### src/rtl/conway_pkg.sv
// conway_pkg: shared FSM state type, neighbour-count width and the life rule.
package conway_pkg;
  typedef enum logic [1:0] {IDLE, COMPUTE, COMMIT, DONE} gen_state_t;
  localparam int CNT_W = 4;
  function automatic logic next_cell(input logic alive, input logic [CNT_W-1:0] count);
    return count == CNT_W'(3) || (alive && count == CNT_W'(2));
  endfunction
endpackage

### src/rtl/row_evaluator.sv
// row_evaluator: next-generation value of one row from its two neighbour rows.
module row_evaluator
  import conway_pkg::*;
#(
  parameter int WIDTH = 8
) (
  input  logic [WIDTH-1:0] above,
  input  logic [WIDTH-1:0] cur,
  input  logic [WIDTH-1:0] below,
  output logic [WIDTH-1:0] row_next
);
  logic [WIDTH+1:0] a, m, b;
  assign a = {1'b0, above, 1'b0};
  assign m = {1'b0, cur, 1'b0};
  assign b = {1'b0, below, 1'b0};
  for (genvar c = 0; c < WIDTH; c++) begin : g_cell
    logic [CNT_W-1:0] n;
    assign n = CNT_W'(a[c]) + CNT_W'(a[c+1]) + CNT_W'(a[c+2]) + CNT_W'(m[c]) + CNT_W'(m[c+2])
             + CNT_W'(b[c]) + CNT_W'(b[c+1]) + CNT_W'(b[c+2]);
    assign row_next[c] = next_cell(m[c+1], n);
  end
endmodule

### src/rtl/generation_engine.sv
// generation_engine: computes the next Conway generation one row per clock and commits it.
module generation_engine
  import conway_pkg::*;
#(
  parameter int WIDTH  = 8,
  parameter int HEIGHT = 8,
  localparam int N = WIDTH * HEIGHT
) (
  input  logic         clk,
  input  logic         reset,
  input  logic [N-1:0] grid_state,
  input  logic         load_run,
  input  logic         start,
  output logic [N-1:0] grid_next,
  output logic         write_enable,
  output logic         busy,
  output logic         done,
  output logic [15:0]  generation
);
  localparam int RW = HEIGHT > 1 ? $clog2(HEIGHT) : 1;
  localparam logic [RW-1:0] LAST = RW'(HEIGHT - 1);
  gen_state_t state, nxt;
  logic [N-1:0] snapshot;
  logic [RW-1:0] row_cnt;
  logic [WIDTH-1:0] above, cur, below, row_next;
  // The snapshot decouples evaluation from grid_state, which changes as soon as memory commits.
  assign cur   = WIDTH'(snapshot >> (int'(row_cnt) * WIDTH));
  assign above = row_cnt == '0 ? '0 : WIDTH'(snapshot >> ((int'(row_cnt) - 1) * WIDTH));
  assign below = row_cnt == LAST ? '0 : WIDTH'(snapshot >> ((int'(row_cnt) + 1) * WIDTH));
  row_evaluator #(.WIDTH(WIDTH)) u_row (
    .above   (above),
    .cur     (cur),
    .below   (below),
    .row_next(row_next)
  );
  always_comb begin
    nxt = state;
    unique case (state)
      IDLE:    nxt = (start && load_run) ? COMPUTE : IDLE;
      COMPUTE: nxt = !load_run ? IDLE : (row_cnt == LAST ? COMMIT : COMPUTE);
      COMMIT:  nxt = load_run ? DONE : IDLE;
      DONE:    nxt = IDLE;
      default: nxt = IDLE;
    endcase
  end
  always_ff @(posedge clk or posedge reset) begin
    if (reset) state <= IDLE;
    else state <= nxt;
  end
  // Strobes are registered from the next state so every output comes straight off a flop.
  always_ff @(posedge clk or posedge reset) begin
    if (reset) begin
      grid_next    <= '0;
      write_enable <= 1'b0;
      busy         <= 1'b0;
      done         <= 1'b0;
      generation   <= '0;
      snapshot     <= '0;
      row_cnt      <= '0;
    end else begin
      write_enable <= nxt == COMMIT;
      busy         <= nxt == COMPUTE || nxt == COMMIT;
      done         <= nxt == DONE;
      if (state == IDLE && nxt == COMPUTE) begin
        snapshot <= grid_state;
        row_cnt  <= '0;
      end
      if (state == COMPUTE && load_run) begin
        grid_next[int'(row_cnt) * WIDTH +: WIDTH] <= row_next;
        row_cnt <= row_cnt == LAST ? row_cnt : row_cnt + 1'b1;
      end
      if (state == COMMIT && nxt == DONE) generation <= generation + 16'd1;
    end
  end
endmodule

### config.mk
export PLATFORM = sky130hd
export DESIGN_NAME = generation_engine
export DESIGN_NICKNAME = d
export VERILOG_FILES = /design/src/rtl/conway_pkg.sv /design/src/rtl/row_evaluator.sv /design/src/rtl/generation_engine.sv
export SDC_FILE = /design/constraint.sdc
export NUM_CORES = 1
export LEC_CHECK = 0
export ABC_AREA = 1
export ABC_CLOCK_PERIOD_IN_PS = 5400
export CAP_MARGIN = 40
export CELL_PAD_IN_SITES_DETAIL_PLACEMENT = 1
export CELL_PAD_IN_SITES_GLOBAL_PLACEMENT = 1
export CORE_UTILIZATION = 36
export CTS_CLUSTER_DIAMETER = 30
export DETAILED_ROUTE_END_ITERATION = 8
export PLACE_DENSITY = 0.84
export SYNTH_ARGS = -nofsm -noshare
export SYNTH_HDL_FRONTEND = slang
export SYNTH_HIERARCHICAL = 1
export SYNTH_SLANG_ARGS = --single-unit
### constraint.sdc
create_clock -name clk -period 5.4 [get_ports clk]
set_clock_uncertainty 0.2 [all_clocks]
set_input_delay 1.08 -clock clk [delete_from_list [all_inputs] [get_ports clk]]
set_output_delay 1.08 -clock clk [all_outputs]
set_load 0.1 [all_outputs]
==> summary.txt <==
Run status
  – Status: complete, no violations

Routing
  – 1st-iter DRT viols: 767
  – Drt total wl: 34.9 mm
  – Initial DRT Pass Iterations: 5
  – Routed wire per std cell: 19.7 um
  – DRT antenna net count: 0
  – Vias post-DR: 9315
  – Via-to-Cell Ratio: 5.24
  – DRC Markers: 0

Min path
  – Worst hold path depth: 2
  – WHS Endpoint: grid_next[1]
  – Worst Hold Class: register to register
  – Hold_sp: grid_next[1]

Finish
  – Non-Filler Instances: 1777
  – Core Util, Final: 0.517
  – Area of the multi-input gates: 0.00466 mm^2
  – Fillers: 3002
  – Final nets: 1563
  – Layout area overhead: 40.9%
  – Number of diodes: 0
  – FF+latch area: 0.00380 mm^2
  – Share of layout cells above drive strength 1: 0.126

Place
  – PortBufs: 150
  – Detailed Place HPWL: 24.7 mm
  – Dpl cells: 1745
  – Placer Congestion: 0.872

Synth
  – Netlist cell types: 34
  – Seq/Total Area, Yosys: 0.412
  – Post-synth EDFFs: 0
  – Count leader, synth: nand2_1
  – Number of synthesized register bits: 152
  – Yosys top cell area share: 0.412
  – Top cell type by total area after synthesis: dfrtp_1
  – Synthesized area: 0.00924 mm^2
  – Commonest cells in the netlist: nand2_1, dfrtp_1, inv_1
  – Syn Area/Cell: 7.61 um^2
  – Top cells by area, synth: dfrtp_1, nand2_1, fa_1
  – Synth Warn #: 6
  – FFs w/ async S/R, synth: 1.00
  – Post-Syn Nets: 1343
  – Synth Instances: 1214
  – Synth Flop Type: dfrtp_1

Timing
  – Crit share post-route: 0.981
  – Worst-Margin Slew: 812 ps
  – Min Tclk post-route: 5300 ps
  – Setup TNS Final: 0 ps
  – Max transition margin: 0.457
  – RSZ-0062 raised after global routing: no
  – Fmax: 0.189 GHz
  – Final hold vios: 0
  – Max-slew violation count: 0
  – Worst hold slack: 295 ps
  – # setup viols final: 0

Worst setup path
  – Cell Chain, Critical Path: clkinv_2, ha_2, buf_8, a21oi_1, o21ai_0, a21oi_1, nor2_1, inv_1, fa_1, fa_1, fa_1, inv_1, ha_1, fa_1, nand3_1, a21oi_1, buf_4, nand3_1, o21ai_2
  – CP max FO: 19
  – Critical R2R Capture: grid_next[30]
  – Most common cell on crit path: fa_1
  – Crit path launch type: register
  – Largest stage delay, worst path: 600 ps
  – Crit path required time: 5560 ps
  – Reg2Reg Setup Slack: 100 ps
  – Arrival time at the worst endpoint: 5460 ps
  – CP Class: register to register
  – Worst r2r src: row_cnt[0]
  – Worst setup EP type: register
  – Worst R2R Path Depth: 19
  – Critical-path top delay cell: fa_1

Floorplan
  – Die height: 162 um
  – Die area: 0.0263 mm^2
  – I/O pins: 151
  – Core Rows: 58
  – Core Area: 0.0252 mm^2
  – DIE WIDTH: 162 um
  – Initial Util: 0.367

GRT
  – GRT Resource Usage Total: 0.274
  – Antenna violations before repair: 0
  – Total grt overflow: 0
  – Met1 usage: 0.318
  – Vias in the first global route: 10000
  – GR Util met2: 0.493
  – Largest net degree at the start of global routing: 100
  – Met3 Track Usage GR: 0.0414
  – First-pass GRT wire length: 55.1 mm
  – Most used routing layer: met2

Clocking
  – Clock tree from TritonCTS: yes
  – # clock sinks: 152
  – Clock Tree Buf Depth: 2
  – Worst skew pair latency: 450 ps
  – Number of CTS-inserted buffers: 17
  – H-tree levels: 4
  – Postcts setup bufs: 0
  – Reg clk slew, reported paths: 90 ps
  – Clk root buf: clkbuf_16

Flow run
  – Max-cap viol count: 0
## cells by family (layout without fill, tap and decap cells)
group           after synthesis  in the layout  synth area share
compound gates              218            218             0.123
xor+xnor                     12             12            0.0114
fa+ha+maj                    61             61             0.105
buf+inv                     186            419            0.0852
flops                       152            152             0.412
simple gates                585            585             0.263
## timing repair
action	CTS	global route
endpoints found under the setup margin	2	10
hold buffers	0	0
resized for setup	2	8
pin swaps	0	0
## metrics by stage
step	setup WS [ps]	area (um^2)
2_1_floorplan	26.9	9240
3_3_place_gp	421	11100
3_5_place_dp	44.1	12400
4_1_cts	13.9	13000
5_1_grt	27.8	13000
6_report	102	13000
## sequential cells by signal, summed over array words and instances (netlist names)
register	count
busy	1
done	1
generation	16
grid_next	64
row_cnt	3
snapshot	64
state	2
write_enable	1
## critical path, delay by kind of cell, from the launching register on
kind / cells / cell delay, ps
AOI/OAI and AO/OA: 5 / 680
DFF: 1 / 400
adders and majority gates: 6 / 2700
buffers and inverters: 5 / 750
and+or+nand+nor: 3 / 480
## cells in the final DEF, fill, tap and decap left out, types with 2 or more instances in the layout
| master | n |
|---|---|
| a21oi_1 | 51 |
| buf_12 | 2 |
| buf_16 | 8 |
| buf_4 | 19 |
| buf_8 | 77 |
| clkbuf_16 | 17 |
| clkdlybuf4s50_1 | 150 |
| clkinv_2 | 2 |
| clkinv_4 | 3 |
| clkinvlp_4 | 2 |
| dfrtp_1 | 151 |
| fa_1 | 28 |
| ha_1 | 32 |
| inv_1 | 122 |
| inv_2 | 4 |
| inv_6 | 8 |
| inv_8 | 3 |
| nand2_1 | 415 |
| nand2_4 | 8 |
| nand3_1 | 50 |
| nand3_2 | 2 |
| nand4_1 | 4 |
| nor2_1 | 88 |
| nor2_2 | 7 |
| nor2_8 | 2 |
| nor3_1 | 3 |
| nor3_2 | 2 |
| o211ai_1 | 2 |
| o21ai_0 | 94 |
| o21ai_1 | 55 |
| o21ai_2 | 9 |
| o22ai_1 | 6 |
| xnor2_1 | 5 |
| xor2_1 | 7 |
## cell type report
class | count | area share
clock buffer | 17 | 0.0327
clock inverter | 15 | 0.0102
inverter | 130 | 0.0386
multi-input combinational | 876 | 0.358
sequential | 152 | 0.292
tap | 330 | 0.0317
timing repair buffer | 257 | 0.236
## metal layers
metal | wire, um | vias to the layer above
li1 | - | 4271
met1 | 13800 | 4581
met2 | 18200 | 353
met3 | 1430 | 110
met4 | 1540 | 0
met5 | 0 | -
## how the worst max path moves through the flow
stage | from | slack [ps] | to
finish | row_cnt[0] | 100 | grid_next[30]
global route | row_cnt[0] | 30 | grid_next[30]
CTS | row_cnt[0] | 10 | grid_next[27]
detailed placement | row_cnt[0] | 40 | grid_next[27]
global placement | row_cnt[0] | 420 | grid_next[59]
floorplan | reset | 30 | busy
Power is left out: the tool's default activity adds up to more than one toggle a clock period on the data nets, which glitch-free logic cannot reach.
